$ cat src/rtl/word_addr_cache_pkg.sv
// Shared types and address-split helpers for the word-addressed data cache.
package word_addr_cache_pkg;

  typedef enum logic [1:0] {
    IDLE,
    MEM_RD,
    MEM_WR,
    RESP
  } state_t;

  localparam int unsigned WORD_SHIFT = 2;

  function automatic logic [31:0] addr_index(input logic [31:0] addr, input int unsigned index_w);
    return (addr >> WORD_SHIFT) & ((32'd1 << index_w) - 32'd1);
  endfunction

  function automatic logic [31:0] addr_tag(input logic [31:0] addr, input int unsigned index_w);
    return addr >> (index_w + WORD_SHIFT);
  endfunction

  // Byte address to word address: inverse of the branch-offset left shift.
  function automatic logic [29:0] byte_to_word(input logic [31:0] addr);
    return addr[31:WORD_SHIFT];
  endfunction

endpackage

$ cat src/rtl/word_addr_cache_array.sv
// Valid/tag/data storage: combinational read, single write port, synchronous clear-all of valid bits.
module word_addr_cache_array #(
  parameter int unsigned INDEX_W = 4,
  parameter int unsigned TAG_W   = 26,
  parameter int unsigned DATA_W  = 32
) (
  input  logic               clk_i,
  input  logic               clr_i,
  input  logic [INDEX_W-1:0] rd_index,
  output logic               rd_valid,
  output logic [TAG_W-1:0]   rd_tag,
  output logic [DATA_W-1:0]  rd_data,
  input  logic               wr_en,
  input  logic [INDEX_W-1:0] wr_index,
  input  logic [TAG_W-1:0]   wr_tag,
  input  logic [DATA_W-1:0]  wr_data
);

  localparam int unsigned LINES = 1 << INDEX_W;

  logic [LINES-1:0]  valid;
  logic [TAG_W-1:0]  tags [LINES];
  logic [DATA_W-1:0] data [LINES];

  always_ff @(posedge clk_i) begin
    if (clr_i) begin
      valid <= '0;
    end else if (wr_en) begin
      valid[wr_index] <= 1'b1;
    end
  end

  // Tag/data contents are don't-care while invalid, so they carry no reset.
  always_ff @(posedge clk_i) begin
    if (wr_en) begin
      tags[wr_index] <= wr_tag;
      data[wr_index] <= wr_data;
    end
  end

  assign rd_valid = valid[rd_index];
  assign rd_tag   = tags[rd_index];
  assign rd_data  = data[rd_index];

endmodule

$ cat src/rtl/word_addr_cache.sv
// Direct-mapped write-through, no-write-allocate cache with a req/ack memory port.
// Optional hit/miss counters are built when CACHE_STATS_EN is defined.
module word_addr_cache
  import word_addr_cache_pkg::*;
#(
  parameter int unsigned INDEX_W = 4,
  parameter int unsigned DATA_W  = 32
) (
  input  logic              clk_i,
  input  logic              rst_i,
  input  logic              req_i,
  input  logic              we_i,
  input  logic [31:0]       addr_i,
  input  logic [DATA_W-1:0] wdata_i,
  output logic              ready_o,
  output logic [DATA_W-1:0] rdata_o,
  output logic              misalign_o,
  output logic              mem_req_o,
  output logic              mem_we_o,
  output logic [29:0]       mem_addr_o,
  output logic [DATA_W-1:0] mem_wdata_o,
  input  logic              mem_ack_i,
  input  logic [DATA_W-1:0] mem_rdata_i
`ifdef CACHE_STATS_EN
  ,
  output logic [31:0]       hit_cnt_o,
  output logic [31:0]       miss_cnt_o
`endif
);

  localparam int unsigned TAG_W = 32 - INDEX_W - WORD_SHIFT;

  state_t state, state_nx;

  logic [31:0]       addr_q;
  logic [DATA_W-1:0] wdata_q;
  logic [DATA_W-1:0] rdata_q;
  logic              mis_q;

  logic [INDEX_W-1:0] in_index, q_index, wr_index;
  logic [TAG_W-1:0]   in_tag, q_tag, rd_tag, wr_tag;
  logic [DATA_W-1:0]  rd_data, wr_data;
  logic               rd_valid, wr_en, hit, misaligned, accept;

  assign in_index   = INDEX_W'(addr_index(addr_i, INDEX_W));
  assign in_tag     = TAG_W'(addr_tag(addr_i, INDEX_W));
  assign q_index    = INDEX_W'(addr_index(addr_q, INDEX_W));
  assign q_tag      = TAG_W'(addr_tag(addr_q, INDEX_W));
  assign hit        = rd_valid && (rd_tag == in_tag);
  assign misaligned = |addr_i[WORD_SHIFT-1:0];
  assign accept     = (state == IDLE) && req_i;

  word_addr_cache_array #(
    .INDEX_W (INDEX_W),
    .TAG_W   (TAG_W),
    .DATA_W  (DATA_W)
  ) u_array (
    .clk_i    (clk_i),
    .clr_i    (rst_i),
    .rd_index (in_index),
    .rd_valid (rd_valid),
    .rd_tag   (rd_tag),
    .rd_data  (rd_data),
    .wr_en    (wr_en),
    .wr_index (wr_index),
    .wr_tag   (wr_tag),
    .wr_data  (wr_data)
  );

  // Store hits and fills share the one write port; a store hit rewrites the same tag.
  always_comb begin
    state_nx = state;
    wr_en    = 1'b0;
    wr_index = in_index;
    wr_tag   = in_tag;
    wr_data  = wdata_i;
    case (state)
      IDLE: begin
        if (req_i) begin
          if (misaligned) begin
            state_nx = RESP;
          end else if (we_i) begin
            wr_en    = hit;
            state_nx = MEM_WR;
          end else if (hit) begin
            state_nx = RESP;
          end else begin
            state_nx = MEM_RD;
          end
        end
      end
      MEM_RD: begin
        if (mem_ack_i) begin
          wr_en    = 1'b1;
          wr_index = q_index;
          wr_tag   = q_tag;
          wr_data  = mem_rdata_i;
          state_nx = RESP;
        end
      end
      MEM_WR: begin
        if (mem_ack_i) state_nx = RESP;
      end
      RESP:    state_nx = IDLE;
      default: state_nx = IDLE;
    endcase
  end

  always_ff @(posedge clk_i) begin
    if (rst_i) begin
      state   <= IDLE;
      addr_q  <= '0;
      wdata_q <= '0;
      rdata_q <= '0;
      mis_q   <= 1'b0;
    end else begin
      state <= state_nx;
      if (accept) begin
        addr_q  <= addr_i;
        wdata_q <= wdata_i;
        mis_q   <= misaligned;
        if (!we_i && !misaligned && hit) rdata_q <= rd_data;
      end
      if (state == MEM_RD && mem_ack_i) rdata_q <= mem_rdata_i;
    end
  end

  assign ready_o     = (state == RESP);
  assign misalign_o  = ready_o && mis_q;
  assign rdata_o     = rdata_q;
  assign mem_req_o   = (state == MEM_RD) || (state == MEM_WR);
  assign mem_we_o    = (state == MEM_WR);
  assign mem_addr_o  = mem_req_o ? byte_to_word(addr_q) : '0;
  assign mem_wdata_o = mem_we_o ? wdata_q : '0;

`ifdef CACHE_STATS_EN
  always_ff @(posedge clk_i) begin
    if (rst_i) begin
      hit_cnt_o  <= '0;
      miss_cnt_o <= '0;
    end else if (accept && !we_i && !misaligned) begin
      if (hit) hit_cnt_o  <= hit_cnt_o + 32'd1;
      else     miss_cnt_o <= miss_cnt_o + 32'd1;
    end
  end
`else
  // Statistics counters not built.
`endif

endmodule

$ cat config.mk
export PLATFORM = sky130hd
export DESIGN_NAME = word_addr_cache
export DESIGN_NICKNAME = d
export VERILOG_FILES = /design/src/rtl/word_addr_cache_pkg.sv /design/src/rtl/word_addr_cache_array.sv /design/src/rtl/word_addr_cache.sv
export SDC_FILE = /design/constraint.sdc
export NUM_CORES = 1
export LEC_CHECK = 0
export ABC_CLOCK_PERIOD_IN_PS = 10700
export BUFFER_PORTS_ARGS = -buffer_cell sky130_fd_sc_hd__buf_2
export CAP_MARGIN = 20
export CORE_MARGIN = 4
export CORE_UTILIZATION = 23
export CTS_BUF_LIST = sky130_fd_sc_hd__clkbuf_4 sky130_fd_sc_hd__clkbuf_8 sky130_fd_sc_hd__clkbuf_16
export CTS_CLUSTER_SIZE = 8
export DETAILED_ROUTE_END_ITERATION = 8
export PLACE_DENSITY = 0.45
export SYNTH_ARGS = -nofsm -noshare
export SYNTH_HDL_FRONTEND = slang
export SYNTH_HIERARCHICAL = 1
export SYNTH_SLANG_ARGS = --single-unit
$ cat constraint.sdc
create_clock -name clk_i -period 10.7 [get_ports clk_i]
set_input_delay 0.535 -clock clk_i [delete_from_list [all_inputs] [get_ports clk_i]]
set_output_delay 0.535 -clock clk_i [all_outputs]
set_load 0.05 [all_outputs]
==> results of run 1 <==
[power breakdown]
part | leakage (nW) | internal (mW) | switching [mW]
clock network | 2.35 | 2.82 | 1.76
registers | 9.28 | 4.70 | 0.0494
logic | 5.03 | 0.307 | 0.891
total | 16.7 | 7.82 | 2.71
[state kept, by name, summed over array words and instances, names as in the netlist]
signal,cells
u_array/data,512
u_array/tags,416
rdata_o,32
wdata_q,32
addr_q,30
u_array/valid,16
state,2
mis_q,1
[path summary, 6_finish.rpt]
check	end	depth (start not counted)
worst max-delay path	u_array/tags[12][9]	13
worst min-delay path	wdata_q[14]	3
worst max register to register	u_array/tags[12][9]	11
worst min register to register	wdata_q[14]	2
[through the flow]
| stage | cells | setup slack (ns) | hold WS, ns | util | cell area (µm²) |
|---|---|---|---|---|---|
| final | 5019 | 4.090 | 0.07428 | 0.2815 | 49630 |
| after CTS | 5017 | 3.914 | 0.0009064 | 0.2814 | 49600 |
| after global routing | 5019 | 3.669 | 0.02420 | 0.2815 | 49630 |
| after detailed placement | 4736 | 3.069 | 0.4446 | 0.2535 | 44690 |
| after floorplan | 2286 | 2.808 | 0.4315 | - | 40800 |
| after global placement | 4736 | 3.113 | 0.4394 | 0.2535 | 44690 |
[logic make-up (layout without fill, tap and decap cells)]
kind of cell,Yosys count,after routing,share of synthesized area
XOR/XNOR,26,26,0.005581
multiplexers,268,268,0.1419
adder cells (fa/ha/maj),5,5,0.001533
flip-flops,1041,1041,0.7384
AND/OR/NAND/NOR,570,570,0.06054
AO/OA/AOI/OAI,236,236,0.03671
buffers and inverters,140,532,0.01533
other,0,1,0
[layer usage]
metal	vias up	wire, µm	track usage
met1	11410	48170	0.1514
met2	445	60680	0.2208
met4	0	2629	0.03550
li1	9534	-	-
met5	-	0	0
met3	153	4414	0.02425
[worst register-to-register path: cells and delay by family (launching register included)]
| kind | cells | cell delay (ns) |
|---|---|---|
| compound gates | 2 | 1.00 |
| xor+xnor | 1 | 0.42 |
| buf+inv | 1 | 0.69 |
| flops | 1 | 0.35 |
| mux | 1 | 0.47 |
| simple gates | 6 | 2.49 |
[placed cells by master (no fill, tap or decap), types with 4 or more instances in the layout]
master / instances
a21oi_1: 108
a22oi_1: 118
a31oi_1: 4
and2_1: 63
buf_2: 195
buf_4: 46
clkbuf_16: 149
clkbuf_4: 88
dfxtp_1: 113
dlygate4sd3_1: 29
edfxtp_1: 928
inv_1: 4
inv_6: 6
mux2_4: 30
mux4_2: 236
nand2_1: 406
nand4_1: 6
nor2_1: 20
nor2_4: 13
nor2b_1: 34
nor3_2: 4
xnor2_1: 26
[cell type report]
type | count | share of cell area
Sequential cell | 1041 | 0.6070
Clock inverter | 15 | 0.004764
Antenna cell | 1 | 0.00005042
Tap cell | 2340 | 0.05899
Clock buffer | 237 | 0.08843
Multi-Input combinational cell | 1105 | 0.2058
Timing Repair Buffer | 276 | 0.03466
Inverter | 4 | 0.0003025
==> flow_metrics.tcl, run 1 <==
set metrics [dict create \
    run_status "completed" \
    clk_pin_slew_worst_paths_ns 0.05 \
    rsz0062_at_grt "false" \
    crit_family "simple AND/OR/NAND/NOR gates" \
    ys_async_sr_fraction 0 \
    cts_tree "yes" \
    synth.most_common_cell "edfxtp_1" \
    post-cts-setup-buffers 0 \
    die_w_um 429.2 \
    antenna_found_initial 2 \
    synth_top_area_frac 0.6830 \
    vias 21540 \
    synth-seq-cells 1041 \
    worstMarginPinSlew_ns 1.035 \
    finalCritPeriodShare 0.6178 \
    cp.arrival_ns 6.97 \
    start_util 0.2314 \
    numCtsBuffers 148 \
    setup_viol 0 \
    vias_per_cell 4.291 \
    reg2reg_setup_slack_ns 4.82 \
    fmax_mhz 151.3 \
    avgSynthCellArea_um2 17.85 \
    total_power_mw 10.53 \
    clock_latency_ns 0.76 \
    cap_violations 0 \
    die_h_um 429.2 \
    ys_warn_count 6 \
    clkSinkCount 1041 \
    cp_slowest_stage_delay_ns 0.78 \
    cts_hold_buf 29 \
    synth_nets 2392 \
    dp_hpwl_um 69200 \
    critPathRequiredTime_ns 11.06 \
    synth_cells 2286 \
    synth_area_leaders "edfxtp_1 68%, mux4_2 13%, dfxtp_1 5.5%" \
    rows 154 \
    peakVddDrop_mv 0.1476 \
    path_buf_inv 3 \
    core-area_um2 176300 \
    drt-initial-drc-count 1510 \
    nets 2682 \
    drt-total-wl_um 115900 \
    io_buffers 198 \
    wl_per_cell_um 23.09 \
    gp_congestion 0.7301 \
    cts_max_level 4 \
    power-per-cell-area_nw_per_um2 212.2 \
    ios 199 \
    grt_pass1_vias 22820 \
    synth_edf_count 928 \
    crit_start "addr_i[2]" \
    grt_max_degree 98 \
    cts_buffer_depth 3 \
    yosys_most_used_dff "edfxtp_1" \
    worstHoldPathType "in2reg" \
    track_usage 0.1238 \
    clockRootBuffer "clkbuf_16" \
    worst_setup_path_end_kind "flop" \
    ant_nets 0 \
    critPathSlowestCell "nor2_4" \
    drive_gt1_frac 0.2972 \
    final-seq-area_um2 30130 \
    gr-total-overflow 0 \
    fin_skew_ns 0.03526 \
    cp_max_fo 68 \
    fill_cells 17570 \
    worst_path_most_repeated_cell "nand2_1" \
    criticalPathCategory "in2reg" \
    mappedNetlistArea_um2 40800 \
    yosysSeqAreaShare 0.7384 \
    hold_viol 0 \
    firstDrtPassIters 5 \
    yosysTopAreaCell "edfxtp_1" \
    r2r_start "u_array/tags[3][25]" \
    yosysUniqueCellTypes 36 \
    relSlewSlack 0.3102 \
    setup_tns_ns 0 \
    min_from "wdata_i[14]" \
    postCtsResizedCells 0 \
    min_period_ns 6.610 \
    yosys-top-cells-count "928 x edfxtp_1, 408 x nand2_1, 236 x mux4_2" \
    grt_pass1_wl_um 166500 \
    drcViolationCount 0 \
    slew_violations 0 \
    worstPathCellList "buf_8 > buf_12 > mux4_2 > a22oi_1 > nand2_1 > xnor2_1 > nand4_1 > nor4_2 > nand2_1 > o21ai_0 > or3b_2 > nor2_4 > buf_4" \
    areaGrowthSynthToFinish_pct 21.65 \
    leakagePower_nw 16.66 \
    multiInputGateArea_um2 10210 \
    critPathLaunchType "primary input" \
    dieArea_um2 184200 \
]
Note: power is estimated with default switching activity, not from simulation.
==> run 2: changes to the inputs <==
--- a/config.mk
+++ b/config.mk
@@ -5,7 +5,7 @@
 export SDC_FILE = /design/constraint.sdc
 export NUM_CORES = 1
 export LEC_CHECK = 0
-export ABC_CLOCK_PERIOD_IN_PS = 10700
+export ABC_CLOCK_PERIOD_IN_PS = 6200
 export BUFFER_PORTS_ARGS = -buffer_cell sky130_fd_sc_hd__buf_2
 export CAP_MARGIN = 20
 export CORE_MARGIN = 4
==> constraint.sdc (replaced) <==
create_clock -name clk_i -period 6.2 [get_ports clk_i]
set_input_delay 0.31 -clock clk_i [delete_from_list [all_inputs] [get_ports clk_i]]
set_output_delay 0.31 -clock clk_i [all_outputs]
set_load 0.05 [all_outputs]
==> run 2 against run 1 <==
Utilization is 0.85 points higher. Sequential cell count stayed put. Worst setup slack worse by 2.4 ns. Clock power is 77% higher. Sequential power is 73% higher. Routed wire length is 3.8% higher. Critical path depth is 2 higher. Sequential share of layout area is 1.8 points lower.
==> flow_metrics.tcl, run 2 (synthesis gave the netlist of run 1 again) <==
set metrics [dict create \
    run_status "completed" \
    start_util 0.2314 \
    fin_area_um2 51130 \
    worstHoldPathType "in2reg" \
    cts_tree "yes" \
    fin_skew_ns 0.02650 \
    clkPwrFrac 0.439 \
    die_w_um 429.2 \
    areaGrowthSynthToFinish_pct 25.31 \
    clk_pin_slew_worst_paths_ns 0.05 \
    wl_met3_um 4468 \
    largest_reg_flops 512 \
    critPathLaunchType "primary input" \
    drt-initial-drc-count 1587 \
    ant_nets 0 \
    critPathRequiredTime_ns 6.58 \
    fmax_mhz 221.8 \
    rsz0062_at_grt "false" \
    cp_slowest_stage_delay_ns 0.85 \
    vias_per_cell 4.317 \
    dpl_cell_area_um2 45150 \
    worstPathCellList "dlygate4sd3_1 > buf_2 > nor2b_4 > buf_4 > a22oi_1 > nand2_1 > xnor2_1 > nand3_1 > nor3_1 > nand2_1 > o21ai_0 > buf_4 > or3b_2 > nor3_4 > buf_12" \
    p_seq_frac 0.444 \
    drcViolationCount 0 \
    crit_path_end "u_array/data[0][19]" \
    clockRootBuffer "clkbuf_16" \
    slew_violations 0 \
    cp.arrival_ns 4.89 \
    post-cts-setup-buffers 0 \
    rr_endpoint "u_array/data[0][19]" \
    dp_hpwl_um 69860 \
    relSlewSlack 0.3051 \
    hold_viol 0 \
    setup_viol 0 \
    core-area_um2 176300 \
    wl_per_cell_um 23.38 \
    peakVddDrop_mv 0.2432 \
    setup_tns_ns 0 \
    postCtsResizedCells 0 \
    total_power_mw 18.48 \
    firstDrtPassIters 5 \
    clkSinkCount 1041 \
    nets 2799 \
    vias 22220 \
    largestRegisters "u_array/data: 512 flops, u_array/tags: 416 flops" \
    power-per-cell-area_nw_per_um2 361.4 \
    numCtsBuffers 150 \
    cap_violations 0 \
    dpl.cell_count 4762 \
    final_common_cell "edfxtp_1" \
    critPathSlowestCell "nor2b_4" \
    ios 199 \
    io_buffers 198 \
    antenna_found_initial 4 \
    p_int_mw 13.78 \
    reg2reg_depth 12 \
    final_util 0.2900 \
    rows 154 \
    leakagePower_nw 17.36 \
    switching_share 0.2544 \
    grt_pass1_vias 23960 \
    gr-total-overflow 0 \
    criticalPathCategory "in2reg" \
    gp_congestion 0.7274 \
    track_usage 0.1293 \
    clock_latency_ns 0.76 \
    largest-register "u_array/data" \
    worst_setup_path_end_kind "flop" \
    grt_max_degree 124 \
    reg2reg_setup_slack_ns 1.90 \
    cts_max_level 4 \
    min_period_ns 4.508 \
    die_h_um 429.2 \
    switching_power_mw 4.700 \
    worstMarginPinSlew_ns 1.042 \
    wl_met1_um 49550 \
    crit_start "addr_i[5]" \
    cp_max_fo 52 \
    r2r_start "u_array/tags[3][2]" \
    wl_met2_um 63270 \
    final_cell_mix "928 x edfxtp_1, 406 x nand2_1, 236 x mux4_2" \
    finalCritPeriodShare 0.7271 \
    top_layer "met4" \
    cts_buffer_depth 3 \
    grt_pass1_wl_um 173400 \
    drive_gt1_frac 0.2965 \
    drt-total-wl_um 120400 \
    dieArea_um2 184200 \
    final_cell_count_no_fill 5147 \
    combPwrFrac 0.117 \
]
[run 2: cell types whose count changed in the layout (fill, tap and decap cells not counted), sizes merged]
| cell | before | now |
|---|---|---|
| clkinv | 7 | 8 |
| dlygate4sd3 | 29 | 119 |
| bufinv | 0 | 2 |
| clkbuf | 237 | 246 |
| clkinvlp | 0 | 1 |
| buf | 247 | 272 |
[run 2: per-layer routing]
| layer | vias to the layer above | track usage |
|---|---|---|
| met3 | 172 | 0.02342 |
| met5 | - | 0 |
| met2 | 501 | 0.2333 |
| li1 | 9809 | - |
| met1 | 11740 | 0.1571 |
| met4 | 0 | 0.03775 |
[run 2: worst min path at each step]
stage,start,endpoint,slack [ns],cells past startpoint
after detailed placement,wdata_q[11],wdata_q[11],0.44,2
final,mem_rdata_i[17],rdata_o[17],0.08,4
after global placement,wdata_q[11],wdata_q[11],0.44,2
after global routing,mem_rdata_i[17],rdata_o[17],0.08,4
after floorplan,u_array/valid[2],u_array/valid[2],0.43,2
after CTS,mem_rdata_i[17],rdata_o[17],0.002,4
[run 2: power groups by stage]
| stage | logic, mW | clock network, mW | registers (mW) |
|---|---|---|---|
| 5_1_grt | 2.36 | 8.67 | 8.21 |
| 3_5_place_dp | 2.16 | 0 | 8.34 |
| 2_1_floorplan | 1.22 | 0 | 8.38 |
| 3_3_place_gp | 2.16 | 0 | 8.33 |
| 4_1_cts | 2.24 | 8.35 | 8.20 |
| 6_report | 2.17 | 8.11 | 8.20 |
[run 2: cell type report]
cell class	count	area [µm²]
fillers	17470	125200
flip-flops and latches	1041	30130
multi-input cells	1105	10240
clock buffers	246	4498
repair buffers	391	3027
well taps	2340	2928
clock inverters	19	290.3
inverters	4	15.01
diodes	1	2.502
[run 2: metrics by stage]
step | hold WS (ns) | setup slack (ns)
4_1_cts | 0.002214 | 1.726
2_1_floorplan | 0.4315 | 0.08990
3_3_place_gp | 0.4397 | 1.231
5_1_grt | 0.08287 | 1.526
3_5_place_dp | 0.4435 | 1.260
6_report | 0.08419 | 1.692
[run 2: timing repair]
item                       4_1_cts  5_1_grt
hold buffers                   119        0
setup endpoints to repair        0        0
hold endpoints to repair       106        0
[run 2: critical path, delay by kind of cell]
family / cells / cell delay (ns)
XOR/XNOR: 1 / 0.27
AND/OR/NAND/NOR: 7 / 2.39
buffers and inverters: 5 / 1.62
AO/OA/AOI/OAI: 2 / 0.24
